File: src/rtl/param_readback_pkg.sv
// Shared definitions for the debug parameter bus read-back path:
// default widths, host word layout, probe layout and FSM state encoding.
package param_readback_pkg;

    localparam int unsigned DEF_ADDR_W   = 8;
    localparam int unsigned DEF_DATA_W   = 16;
    localparam int unsigned DEF_NUM_REGS = 4;
    localparam int unsigned DEF_TIMEOUT  = 255;

    // Host word: req sits just above the address, cmd[15:0] carries write data only
    localparam int unsigned CMD_ADDR_LSB = 16;
    localparam int unsigned SEQ_W        = 4;

    typedef enum logic [1:0] {
        ST_IDLE  = 2'd0,
        ST_ISSUE = 2'd1,
        ST_WAIT  = 2'd2,
        ST_DONE  = 2'd3
    } state_e;

    // Probe word at default widths, MSB first
    typedef struct packed {
        logic                    busy;
        logic                    err;
        logic [SEQ_W-1:0]        seq;
        logic [DEF_ADDR_W-1:0]   addr;
        logic [DEF_DATA_W-1:0]   data;
    } probe_t;

endpackage

File: src/rtl/param_readback_if.sv
// Register-bank read handshake: one-cycle strobe out, variable-latency data back.
interface param_readback_if #(
    parameter int unsigned ADDR_W = 8,
    parameter int unsigned DATA_W = 16
);
    logic              rd_en;
    logic [ADDR_W-1:0] rd_addr;
    logic [DATA_W-1:0] rd_data;
    logic              rd_valid;

    modport master (output rd_en, output rd_addr, input rd_data, input rd_valid);
    modport slave  (input rd_en, input rd_addr, output rd_data, output rd_valid);
endinterface

File: src/rtl/param_readback_edge.sv
// Rising-edge detector with selectable reset value for the delayed copy.
module rise_edge_det #(
    parameter bit RST_VAL = 1'b0
) (
    input  logic clk,
    input  logic reset,
    input  logic d,
    output logic rise_c
);
    logic d_z;

    always_ff @(posedge clk) begin
        if (reset) d_z <= RST_VAL;
        else       d_z <= d;
    end

    assign rise_c = d & ~d_z;
endmodule

File: src/rtl/param_readback.sv
// Read-back responder: turns a host req edge into one register-bank read and
// publishes {busy, err, seq, addr, data} on the probe word.
module param_readback
    import param_readback_pkg::*;
#(
    parameter int unsigned ADDR_W   = DEF_ADDR_W,
    parameter int unsigned DATA_W   = DEF_DATA_W,
    parameter int unsigned NUM_REGS = DEF_NUM_REGS,
    parameter int unsigned TIMEOUT  = DEF_TIMEOUT
) (
    input  logic                       clk,
    input  logic                       reset,
    input  logic [ADDR_W+16:0]         cmd,
    param_readback_if.master           bus,
    output logic [DATA_W+ADDR_W+5:0]   probe
);
    localparam int unsigned CNT_W   = $clog2(TIMEOUT + 1);
    localparam int unsigned REQ_BIT = CMD_ADDR_LSB + ADDR_W;
    localparam logic [ADDR_W:0]  NUM_REGS_V = (ADDR_W+1)'(NUM_REGS);
    localparam logic [CNT_W-1:0] TIMEOUT_V  = CNT_W'(TIMEOUT);

    logic              start_c;
    logic [ADDR_W-1:0] req_addr;
    logic              addr_ok_c;
    logic              unused_cmd;

    state_e            state_q;
    logic [CNT_W-1:0]  cnt_q;
    logic [CNT_W-1:0]  cnt_inc;
    logic [ADDR_W-1:0] addr_q;
    logic [DATA_W-1:0] data_next_q;
    logic              err_next_q;
    logic              rd_en_q;
    logic [ADDR_W-1:0] rd_addr_q;
    logic              busy_q;
    logic              err_q;
    logic [SEQ_W-1:0]  seq_q;
    logic [ADDR_W-1:0] paddr_q;
    logic [DATA_W-1:0] pdata_q;

    assign req_addr   = cmd[CMD_ADDR_LSB +: ADDR_W];
    assign addr_ok_c  = {1'b0, req_addr} < NUM_REGS_V;
    assign cnt_inc    = cnt_q + CNT_W'(1);
    assign unused_cmd = &{1'b0, cmd[CMD_ADDR_LSB-1:0]};

    // Delayed req resets high so a req held through reset is not an edge
    rise_edge_det #(.RST_VAL(1'b1)) u_req_edge (
        .clk    (clk),
        .reset  (reset),
        .d      (cmd[REQ_BIT]),
        .rise_c (start_c)
    );

    always_ff @(posedge clk) begin
        if (reset) begin
            state_q     <= ST_IDLE;
            cnt_q       <= '0;
            addr_q      <= '0;
            data_next_q <= '0;
            err_next_q  <= 1'b0;
            rd_en_q     <= 1'b0;
            rd_addr_q   <= '0;
            busy_q      <= 1'b0;
            err_q       <= 1'b0;
            seq_q       <= '0;
            paddr_q     <= '0;
            pdata_q     <= '0;
        end else begin
            rd_en_q <= 1'b0;
            unique case (state_q)
                ST_IDLE: begin
                    if (start_c) begin
                        addr_q <= req_addr;
                        if (addr_ok_c) begin
                            busy_q    <= 1'b1;
                            paddr_q   <= req_addr;
                            rd_en_q   <= 1'b1;
                            rd_addr_q <= req_addr;
                            state_q   <= ST_ISSUE;
                        end else begin
                            err_next_q  <= 1'b1;
                            data_next_q <= '0;
                            state_q     <= ST_DONE;
                        end
                    end
                end
                ST_ISSUE: begin
                    cnt_q   <= '0;
                    state_q <= ST_WAIT;
                end
                // Data beats the timeout when both land on the same cycle
                ST_WAIT: begin
                    if (bus.rd_valid) begin
                        data_next_q <= bus.rd_data;
                        err_next_q  <= 1'b0;
                        state_q     <= ST_DONE;
                    end else if (cnt_inc == TIMEOUT_V) begin
                        cnt_q       <= cnt_inc;
                        err_next_q  <= 1'b1;
                        data_next_q <= '0;
                        state_q     <= ST_DONE;
                    end else begin
                        cnt_q <= cnt_inc;
                    end
                end
                ST_DONE: begin
                    pdata_q <= data_next_q;
                    err_q   <= err_next_q;
                    paddr_q <= addr_q;
                    seq_q   <= seq_q + SEQ_W'(1);
                    busy_q  <= 1'b0;
                    state_q <= ST_IDLE;
                end
                default: state_q <= ST_IDLE;
            endcase
        end
    end

    assign bus.rd_en   = rd_en_q;
    assign bus.rd_addr = rd_addr_q;
    assign probe       = {busy_q, err_q, seq_q, paddr_q, pdata_q};
endmodule
File: src/flat_wrapper.sv
// flat-port wrapper written by rule: the top's interface ports become plain ports
module param_readback_flat import param_readback_pkg::*;
#(
    parameter int unsigned ADDR_W   = DEF_ADDR_W,
    parameter int unsigned DATA_W   = DEF_DATA_W,
    parameter int unsigned NUM_REGS = DEF_NUM_REGS,
    parameter int unsigned TIMEOUT  = DEF_TIMEOUT
)
  (clk, reset, cmd, probe, bus_rd_en, bus_rd_addr, bus_rd_data, bus_rd_valid);
  param_readback_if #(.ADDR_W(ADDR_W), .DATA_W(DATA_W)) bus_i ();
  input  logic clk;
  input  logic reset;
  input  logic [ADDR_W+16:0] cmd;
  output logic [DATA_W+ADDR_W+5:0] probe;
  output wire logic [$bits(bus_i.rd_en)-1:0] bus_rd_en;
  output wire logic [$bits(bus_i.rd_addr)-1:0] bus_rd_addr;
  input wire logic [$bits(bus_i.rd_data)-1:0] bus_rd_data;
  input wire logic [$bits(bus_i.rd_valid)-1:0] bus_rd_valid;
  assign bus_rd_en = bus_i.rd_en;
  assign bus_rd_addr = bus_i.rd_addr;
  assign bus_i.rd_data = bus_rd_data;
  assign bus_i.rd_valid = bus_rd_valid;
  param_readback #(.ADDR_W(ADDR_W), .DATA_W(DATA_W), .NUM_REGS(NUM_REGS), .TIMEOUT(TIMEOUT)) u_core (.clk(clk), .reset(reset), .cmd(cmd), .bus(bus_i), .probe(probe));
endmodule
File: config.mk
export PLATFORM = sky130hd
export DESIGN_NAME = param_readback_flat
export DESIGN_NICKNAME = d
export VERILOG_FILES = /design/src/rtl/param_readback_pkg.sv /design/src/rtl/param_readback_if.sv /design/src/rtl/param_readback_edge.sv /design/src/rtl/param_readback.sv /design/src/flat_wrapper.sv
export SDC_FILE = /design/constraint.sdc
export NUM_CORES = 1
export LEC_CHECK = 0
export ABC_AREA = 0
export CAP_MARGIN = 20
export CORE_ASPECT_RATIO = 1.25
export CORE_UTILIZATION = 30
export CTS_CLUSTER_DIAMETER = 80
export DETAILED_ROUTE_END_ITERATION = 10
export MAX_ROUTING_LAYER = met4
export SYNTH_ARGS = -nofsm -noshare
export SYNTH_HDL_FRONTEND = slang
export SYNTH_SLANG_ARGS = --single-unit
File: constraint.sdc
create_clock -name clk -period 6.2 [get_ports clk]
set_clock_uncertainty 0.1 [all_clocks]
set_input_delay 0.93 -clock clk [delete_from_list [all_inputs] [get_ports clk]]
set_output_delay 0.93 -clock clk [all_outputs]
set_load 0.01 [all_outputs]
==> results by group, run 1 <==
CTS
  – Clk buf depth: 2
  – CTS-repair resized insts: 0
  – Num CTS Buffers: 9
  – Setup Fix Bufs, Post-CTS: 0
  – Clock slew at reported path FFs: 0.06 ns
  – Worst skew pair latency: 0.33 ns
  – TritonCTS clock tree: built
  – Sink Count: 75
  – Htree depth: 3
  – CTS Hold Buffers Added: 0
  – CTS root buffer: clkbuf_16

Global routing
  – Met1 usage: 16.1%
  – Grt total ovfl: 0
  – Total Routing Usage GR: 13.9%
  – Met3 usage: 4.13%
  – First-pass GRT wire length: 11.4 mm
  – Global routing's busiest layer: met2
  – Largest net degree at the start of global routing: 71
  – Met2 Usage GRT: 22.2%
  – Number of global-route vias before repair: 2394
  – Initial antenna violation count: 0

Finish
  – # nets final: 448
  – Filler instances: 1044
  – Share of cells above drive strength 1: 7.21%
  – Post-route cell area: 4200 um2
  – Most frequent cells in the layout: 75 x dfxtp_1, 65 x clkdlybuf4s50_1, 46 x nor2_1
  – Non-filler instance count after layout: 531
  – Commonest non-fill, non-tap cell in the layout: dfxtp_1
  – # diodes: 0
  – Fin util: 41.1%
  – Area Overhead vs Synth: 31.9%

Timing
  – Max Slew Vio Count: 0
  – Worst-Margin Slew: 0.947 ns
  – Final setup vio count: 0
  – Tcrit/Tclk final: 51.2%
  – Final min period: 3.18 ns
  – Final hold viol count: 0
  – Fmax: 0.315 GHz
  – RSZ-0062 raised after global routing: no
  – Rel. slew slack: 36.5%
  – Setup TNS: 0 ns

Synth
  – Synth Warn #: 0
  – Post-synth EDFFs: 0
  – Gate Count Post-Synth: 345
  – Yosys cell types: 45
  – Syn Area/Cell: 9.23 um2
  – Seq/Total Area, Yosys: 47.2%
  – Synth area leaders: dfxtp_1 47%, mux2i_1 11%, nor2_1 5.4%
  – Netlist Area Pre-Place: 3180 um2
  – Post-synth top area cell: dfxtp_1
  – Synth Flop Type: dfxtp_1
  – Post-synth ARST share: 0%
  – Synth top area share: 47.2%
  – Synthesized Nets: 396
  – Seq cells post-synth: 75

Die
  – Core outline area: 10200 um2
  – FP Rows: 41
  – Initial Util: 31.2%
  – Die Area: 11000 um2
  – Die Ht: 117 um
  – I/O pins: 83
  – Die width: 94.2 um

Worst setup path
  – Crit-path slowest cell: o21ai_1
  – Crit-path max FO: 16
  – Crit path kind: primary input to flip-flop
  – Crit-path cells: clkdlybuf4s50_1 -> nor4_2 -> nand4_1 -> o21ai_1 -> nor2_1 -> a211oi_1
  – Worst path bufs/invs: 1
  – Setup crit end kind: flip-flop
  – CP delay by family, top: simple AND/OR/NAND/NOR gates
  – Worst path max stage delay: 0.67 ns
  – Crit path DAT: 3.32 ns
  – Startpoint types: primary input
  – Worst EP required: 6.34 ns

Route
  – Vias: 2632
  – Initial drt markers: 118
  – TritonRoute pass-1 iters: 4
  – Antenna-violating nets left: 0
  – Routed len/inst: 13.3 um
  – Vias/cell: 4.96
  – WL final: 7.06 mm
  – Post-route DRC: 0

Place
  – Final Wtd Congestion: 0.848
  – DP HPWL: 4.51 mm
  – Post-placement cell area: 3890 um2
  – Placed cell count: 515
  – Port bufs: 66

Outcome
  – Result of the run: finished clean

Pwr
  – Pleak: 1.45 nW
  – Peak supply drop: 0.120 mV
  – P per Cell Area: 253 nW/um2

Min path
  – HP Class: flip-flop to flip-flop

Job
  – MaxCap Viol Count: 0
==> final timing paths <==
check	start	to	slack, ns	depth (start not counted)
min	u_core.addr_q[0]$_SDFFE_PP0P_	u_core.addr_q[0]$_SDFFE_PP0P_	0.35	2
max reg2reg	u_core.state_q[0]$_SDFFE_PP0P_	u_core.err_next_q$_SDFFE_PP0P_	3.39	8
min reg2reg	u_core.addr_q[0]$_SDFFE_PP0P_	u_core.addr_q[0]$_SDFFE_PP0P_	0.35	2
max	cmd[22]	u_core.paddr_q[3]$_SDFFE_PP0P_	3.02	6
==> state kept, by name (all words and copies together), names as in the netlist <==
name / flops
u_core.data_next_q: 16
u_core.pdata_q: 16
u_core.addr_q: 8
u_core.bus.rd_addr: 8
u_core.cnt_q: 8
u_core.paddr_q: 8
u_core.seq_q: 4
u_core.state_q: 2
u_core.bus.rd_en: 1
u_core.busy_q: 1
u_core.err_next_q: 1
u_core.err_q: 1
u_core.u_req_edge.d_z: 1
==> power by group <==
group	switching, mW	internal [mW]
combinational	0.0196	0.0209
sequential	0.00113	0.484
clock	0.203	0.335
==> tightest hold or removal path: cells and delay by family (launching register included) <==
family           cells  cell delay, ns
flip-flops           1            0.30
AO/OA/AOI/OAI        1            0.05
AND/OR/NAND/NOR      1            0.05
==> metrics by stage <==
stage	hold slack (ns)	worst slack, ns	power (mW)
after CTS	0.356	3.05	1.08
after global placement	0.343	2.74	0.536
after detailed placement	0.344	2.69	0.537
after global routing	0.376	2.84	1.10
final	0.353	3.02	1.06
after floorplan	0.336	3.76	0.512
==> synth_stat cells, types with 2 or more instances <==
cell,n
or2_2,2
nand2_1,17
nand2b_1,4
xor2_1,2
clkbuf_1,15
o31ai_1,2
buf_4,3
nor3_1,3
ha_1,7
a31oi_1,2
xnor2_1,2
a41oi_1,2
nand3_1,6
a21oi_1,25
inv_1,5
nand4_1,18
buf_2,5
a311oi_1,6
a211oi_1,9
and2_1,8
dfxtp_1,75
nor2b_1,4
nor2_1,46
buf_1,2
o21ai_0,21
mux2i_1,34
buf_6,2
==> area by class of cell <==
type	instances	area [um2]	share of cell area, %
clock buffer	11	253	6.02
inverter	6	22.5	0.536
clock inverter	5	60.1	1.43
sequential	75	1500	35.7
multi-input combinational	236	1520	36.3
timing repair buffer	69	678	16.1
tap	129	161	3.84
==> metal layers <==
layer | part of all wire (%) | routed length (um)
met3 | 4.3 | 302
met1 | 48 | 3390
met2 | 46 | 3240
met5 | 0 | 0
met4 | 1.7 | 120
==> cell families (layout without fill, tap and decap cells) <==
group | Yosys count | count (layout) | share of synthesized area (%)
muxes | 34 | 34 | 10.7
and+or+nand+nor | 114 | 114 | 17.8
buffers and inverters | 34 | 91 | 5.07
adders and majority gates | 7 | 7 | 2.75
xor gates and xnor gates | 4 | 4 | 1.10
DFF | 75 | 75 | 47.2
AOI/OAI and AO/OA | 77 | 77 | 15.5
No activity file was read; power rests on OpenSTA's default activity.
==> inputs of run 2 (changes only) <==
- clock period: 6.2 -> 3.32 ns (I/O delays scaled with it)
==> run 2 against run 1 <==
Effect of this change: first-iteration DRC count decreased by 19%; largest cell class unchanged; routed wire length increased by 1.5%; critical path type is now flip-flop to flip-flop; utilization decreased by 0.12 points; via count increased by 0.65%.
==> results by group, run 2 (same netlist as run 1, synthesis figures left out) <==
Outcome
  – Result of the run: finished clean

Worst setup path
  – Worst EP required: 3.46 ns
  – Crit path DAT: 2.90 ns
  – Crit-path slowest cell: o211a_1
  – CP delay by family, top: compound AO/OA/AOI/OAI gates
  – Crit-path max FO: 19
  – Startpoint types: flip-flop
  – Worst path max stage delay: 0.59 ns
  – Crit path kind: flip-flop to flip-flop
  – Setup crit end kind: flip-flop
  – Worst path bufs/invs: 1
  – CP most frequent cell: a21oi_1
  – Crit-path cells: inv_1 -> ha_1 -> nor2b_1 -> a21oi_1 -> a221o_1 -> o211a_1 -> a21oi_1 -> a311oi_2

Pwr
  – Pleak: 1.46 nW
  – P_sw: 408 uW
  – Sequential Power Share: 48.8%
  – Clock power share: 47.1%
  – Peak supply drop: 0.275 mV
  – Int Pwr: 1.45 mW
  – P per Cell Area: 444 nW/um2
  – Combinational power share: 4.1%
  – Sw Ratio: 21.9%

CTS
  – Clock slew at reported path FFs: 0.06 ns
  – CTS Hold Buffers Added: 0
  – Sink Count: 75
  – Num CTS Buffers: 9
  – TritonCTS clock tree: built
  – Worst skew pair latency: 0.33 ns
  – Clk buf depth: 2
  – Setup Fix Bufs, Post-CTS: 0
  – CTS root buffer: clkbuf_16
  – Htree depth: 3
  – CTS-repair resized insts: 0

Timing
  – Final setup vio count: 0
  – Final hold viol count: 0
  – Fmax: 0.363 GHz
  – Final WS setup: 0.567 ns
  – RSZ-0062 raised after global routing: no
  – Setup TNS: 0 ns
  – Final min period: 2.75 ns
  – Tcrit/Tclk final: 82.9%
  – Rel. slew slack: 41.5%
  – Fin Hold WS: 0.357 ns
  – Max Slew Vio Count: 0
  – Worst-Margin Slew: 0.878 ns

Route
  – Vias/cell: 4.95
  – Post-route DRC: 0
  – WL final: 7.16 mm
  – Vias: 2649
  – Antenna-violating nets left: 0
  – Routed len/inst: 13.4 um
  – TritonRoute pass-1 iters: 7
  – Initial drt markers: 96

Finish
  – Commonest non-fill, non-tap cell in the layout: dfxtp_1
  – Largest regs: u_core.data_next_q x16, u_core.pdata_q x16
  – Post-route cell area: 4190 um2
  – # diodes: 0
  – Area Overhead vs Synth: 31.5%
  – Filler instances: 1029
  – Share of cells above drive strength 1: 7.88%
  – Most frequent cells in the layout: 75 x dfxtp_1, 65 x clkdlybuf4s50_1, 46 x nor2_1
  – # nets final: 452

Min path
  – HP Class: flip-flop to flip-flop

Die
  – FP Rows: 41
  – Initial Util: 31.2%
  – Die Area: 11000 um2
  – Core outline area: 10200 um2
  – Die Ht: 117 um
  – I/O pins: 83
  – Die width: 94.2 um

Global routing
  – Total Routing Usage GR: 14.5%
  – Initial antenna violation count: 0
  – First-pass GRT wire length: 11.9 mm
  – Largest net degree at the start of global routing: 48
  – Number of global-route vias before repair: 2540
  – Grt total ovfl: 0

Place
  – Post-place setup slack: 0.501 ns
  – DP HPWL: 4.76 mm
  – Post-placement cell area: 3920 um2
  – Port bufs: 66
  – Final Wtd Congestion: 0.827

Job
  – MaxCap Viol Count: 0
-- run 2: changes by cell type in the layout (fill, tap and decap cells not counted) --
cell,previous run,this run
buf_4,3,7
clkbuf_8,2,0
clkinv_2,1,3
bufinv_16,1,0
clkbuf_1,0,1
clkinv_4,1,2
clkinvlp_4,1,0
-- run 2: path summary, 6_finish.rpt --
path | startpoint | end | slack, ns | cells after the start
max | u_core.state_q[0]$_SDFFE_PP0P_ | u_core.err_next_q$_SDFFE_PP0P_ | 0.57 | 8
min | u_core.bus.rd_addr[3]$_SDFFE_PP0P_ | u_core.bus.rd_addr[3]$_SDFFE_PP0P_ | 0.36 | 1
max reg2reg | u_core.state_q[0]$_SDFFE_PP0P_ | u_core.err_next_q$_SDFFE_PP0P_ | 0.57 | 8
min reg2reg | u_core.bus.rd_addr[3]$_SDFFE_PP0P_ | u_core.bus.rd_addr[3]$_SDFFE_PP0P_ | 0.36 | 1
-- run 2: worst register-to-register path, stage by stage, from the launching register on --
cell and delay, ns:
dfxtp_1 0.36, inv_1 0.09, ha_1 0.36, nor2b_1 0.24
a21oi_1 0.29, a221o_1 0.21, o211a_1 0.59, a21oi_1 0.17
a311oi_2 0.25
-- run 2: area by class of cell --
class                   count  area [um2]  share of cell area (%)
multi-input cells         236        1520                    36.4
inverters                   6        22.5                   0.538
clock buffers              10         229                    5.47
repair buffers             73         708                    16.9
clock inverters             6        41.3                   0.986
well taps                 129         161                    3.85
flip-flops and latches     75        1500                    35.9
-- run 2: power groups by stage --
stage | sequential (mW) | clock [mW] | combinational (mW)
floorplan | 0.926 | 0 | 0.0307
global placement | 0.926 | 0 | 0.0766
detailed placement | 0.926 | 0 | 0.0767
CTS | 0.906 | 0.912 | 0.0774
global route | 0.906 | 0.940 | 0.0831
finish | 0.907 | 0.876 | 0.0761
-- run 2: metrics by stage --
stage	utilization [%]	power, mW	std cells
2_1_floorplan	-	0.957	345
3_3_place_gp	38.4	1.00	519
3_5_place_dp	38.4	1.00	519
4_1_cts	41.0	1.90	535
5_1_grt	41.0	1.93	535
6_report	41.0	1.86	535
-- run 2: layer usage --
| metal | track usage (%) | share of wire [%] |
|---|---|---|
| met1 | 17.5 | 48 |
| met2 | 22.5 | 45 |
| met3 | 3.55 | 4.5 |
| met4 | 7.08 | 1.9 |
| met5 | - | 0 |
==> inputs of run 3 (changes only) <==
- clock period: 3.32 -> 2.4 ns (I/O delays scaled with it)
==> run 3 against run 2 <==
Effect of this change: critical path depth did not move; non-clock buffer count rose by 10; setup slack got worse by 0.36 ns; critical endpoint is now u_core.data_next_q[8]$_SDFFE_PP0P_.
==> results by group, run 3 (same netlist as run 1, synthesis figures left out) <==
Worst setup path
  – Startpoint types: flip-flop
  – Crit path DAT: 2.36 ns
  – Crit-path slowest cell: dfxtp_1
  – Worst path max stage delay: 0.48 ns
  – R2R depth: 8
  – Crit path kind: flip-flop to flip-flop
  – Worst EP required: 2.56 ns
  – Crit-path cells: ha_2 -> nand3_1 -> xnor2_1 -> o2111a_1 -> o211a_1 -> buf_4 -> nand4_1 -> a21oi_1
  – Setup crit end kind: flip-flop
  – Crit-path max FO: 11

Global routing
  – First-pass GRT wire length: 11.7 mm
  – Initial antenna violation count: 0
  – Number of global-route vias before repair: 2482
  – Largest net degree at the start of global routing: 31
  – Grt total ovfl: 0
  – Total Routing Usage GR: 14.5%

Finish
  – # nets final: 462
  – Share of cells above drive strength 1: 9.69%
  – Area Overhead vs Synth: 35.0%
  – Post-route cell area: 4300 um2
  – Most frequent cells in the layout: 75 x dfxtp_1, 65 x clkdlybuf4s50_1, 46 x nor2_1
  – Commonest non-fill, non-tap cell in the layout: dfxtp_1
  – Largest regs: u_core.data_next_q x16, u_core.pdata_q x16
  – # diodes: 0

Pwr
  – Clock power share: 48.1%
  – Tot Pwr: 2.63 mW
  – Combinational power share: 4.2%
  – Peak supply drop: 0.358 mV
  – Sw Ratio: 20.3%
  – P_sw: 533 uW
  – Int Pwr: 2.09 mW
  – Pleak: 1.50 nW
  – Sequential Power Share: 47.7%
  – P per Cell Area: 611 nW/um2

CTS
  – CTS root buffer: clkbuf_16
  – Num CTS Buffers: 9
  – Htree depth: 3
  – Worst skew pair latency: 0.33 ns
  – Clock slew at reported path FFs: 0.06 ns
  – CTS Hold Buffers Added: 0
  – CTS-repair resized insts: 1
  – TritonCTS clock tree: built
  – Sink Count: 75
  – Clk buf depth: 2
  – Setup Fix Bufs, Post-CTS: 0

Die
  – Die Ht: 117 um
  – Initial Util: 31.2%
  – Core outline area: 10200 um2
  – I/O pins: 83
  – Die Area: 11000 um2
  – Die width: 94.2 um
  – FP Rows: 41

Place
  – Port bufs: 66
  – Post-placement cell area: 4020 um2
  – DP HPWL: 5.08 mm
  – Final Wtd Congestion: 0.822

Route
  – TritonRoute pass-1 iters: 4
  – Initial drt markers: 169
  – Post-route DRC: 0
  – Antenna-violating nets left: 0
  – Vias/cell: 5.01
  – WL final: 7.30 mm
  – Routed len/inst: 13.5 um
  – Vias: 2716

Timing
  – Final setup vio count: 0
  – Final hold viol count: 0
  – Rel. slew slack: 67.5%
  – Final min period: 2.20 ns
  – Tcrit/Tclk final: 91.5%
  – Fin Hold WS: 0.301 ns
  – Fmax: 0.455 GHz
  – RSZ-0062 raised after global routing: no
  – Max Slew Vio Count: 0
  – Worst-Margin Slew: 0.485 ns

Job
  – MaxCap Viol Count: 0

Min path
  – Hold depth: 2
  – HP Class: primary input to flip-flop

Outcome
  – Result of the run: finished clean
==> run 3: metal layers <==
layer / share of wire, % / vias up / wire [um] / GRT usage, %
met3: 3.5 / 12 / 255 / 2.58
met5: 0 / - / 0 / -
met4: 3.2 / 0 / 234 / 10.3
li1: - / 1358 / - / -
met2: 47 / 70 / 3440 / 22.7
met1: 46 / 1276 / 3380 / 16.7
==> run 3: stage by stage <==
stage	std cells	util, %	worst slack [ns]	setup TNS, ns
final	542	42.1	0.203	0
after global routing	542	42.1	0.0360	0
after CTS	542	42.1	0.141	0
after detailed placement	529	39.4	-0.0298	-0.0298
after global placement	529	39.4	0.0597	0
after floorplan	345	-	0.286	0
==> run 3: path summary, 6_finish.rpt <==
check	endpoint	slack (ns)	startpoint
max	u_core.data_next_q[8]$_SDFFE_PP0P_	0.20	u_core.cnt_q[1]$_SDFFE_PP0P_
min	u_core.bus.rd_addr[1]$_SDFFE_PP0P_	0.30	reset
max reg2reg	u_core.data_next_q[8]$_SDFFE_PP0P_	0.20	u_core.cnt_q[1]$_SDFFE_PP0P_
min reg2reg	u_core.addr_q[0]$_SDFFE_PP0P_	0.36	u_core.addr_q[0]$_SDFFE_PP0P_
==> run 3: power groups by stage <==
stage / logic (mW) / registers, mW / clock network (mW)
finish: 0.110 / 1.25 / 1.26
global placement: 0.109 / 1.28 / 0
floorplan: 0.0425 / 1.28 / 0
CTS: 0.112 / 1.25 / 1.31
global route: 0.120 / 1.25 / 1.35
detailed placement: 0.110 / 1.28 / 0
==> run 3: area by class of cell <==
| type | count | area (um2) |
|---|---|---|
| Timing Repair Buffer | 83 | 808 |
| Clock inverter | 3 | 42.5 |
| Clock buffer | 10 | 229 |
| Inverter | 6 | 22.5 |
| Multi-Input combinational cell | 236 | 1540 |
| Sequential cell | 75 | 1500 |
| Tap cell | 129 | 161 |
| Fill cell | 1031 | 5910 |
==> run 3: worst max-delay path, delay by kind of cell (launching register included) <==
family / cells / cell delay [ns]
xor gates and xnor gates: 1 / 0.17
buffers and inverters: 1 / 0.19
DFF: 1 / 0.48
and+or+nand+nor: 2 / 0.23
AOI/OAI and AO/OA: 3 / 0.64
adders and majority gates: 1 / 0.32
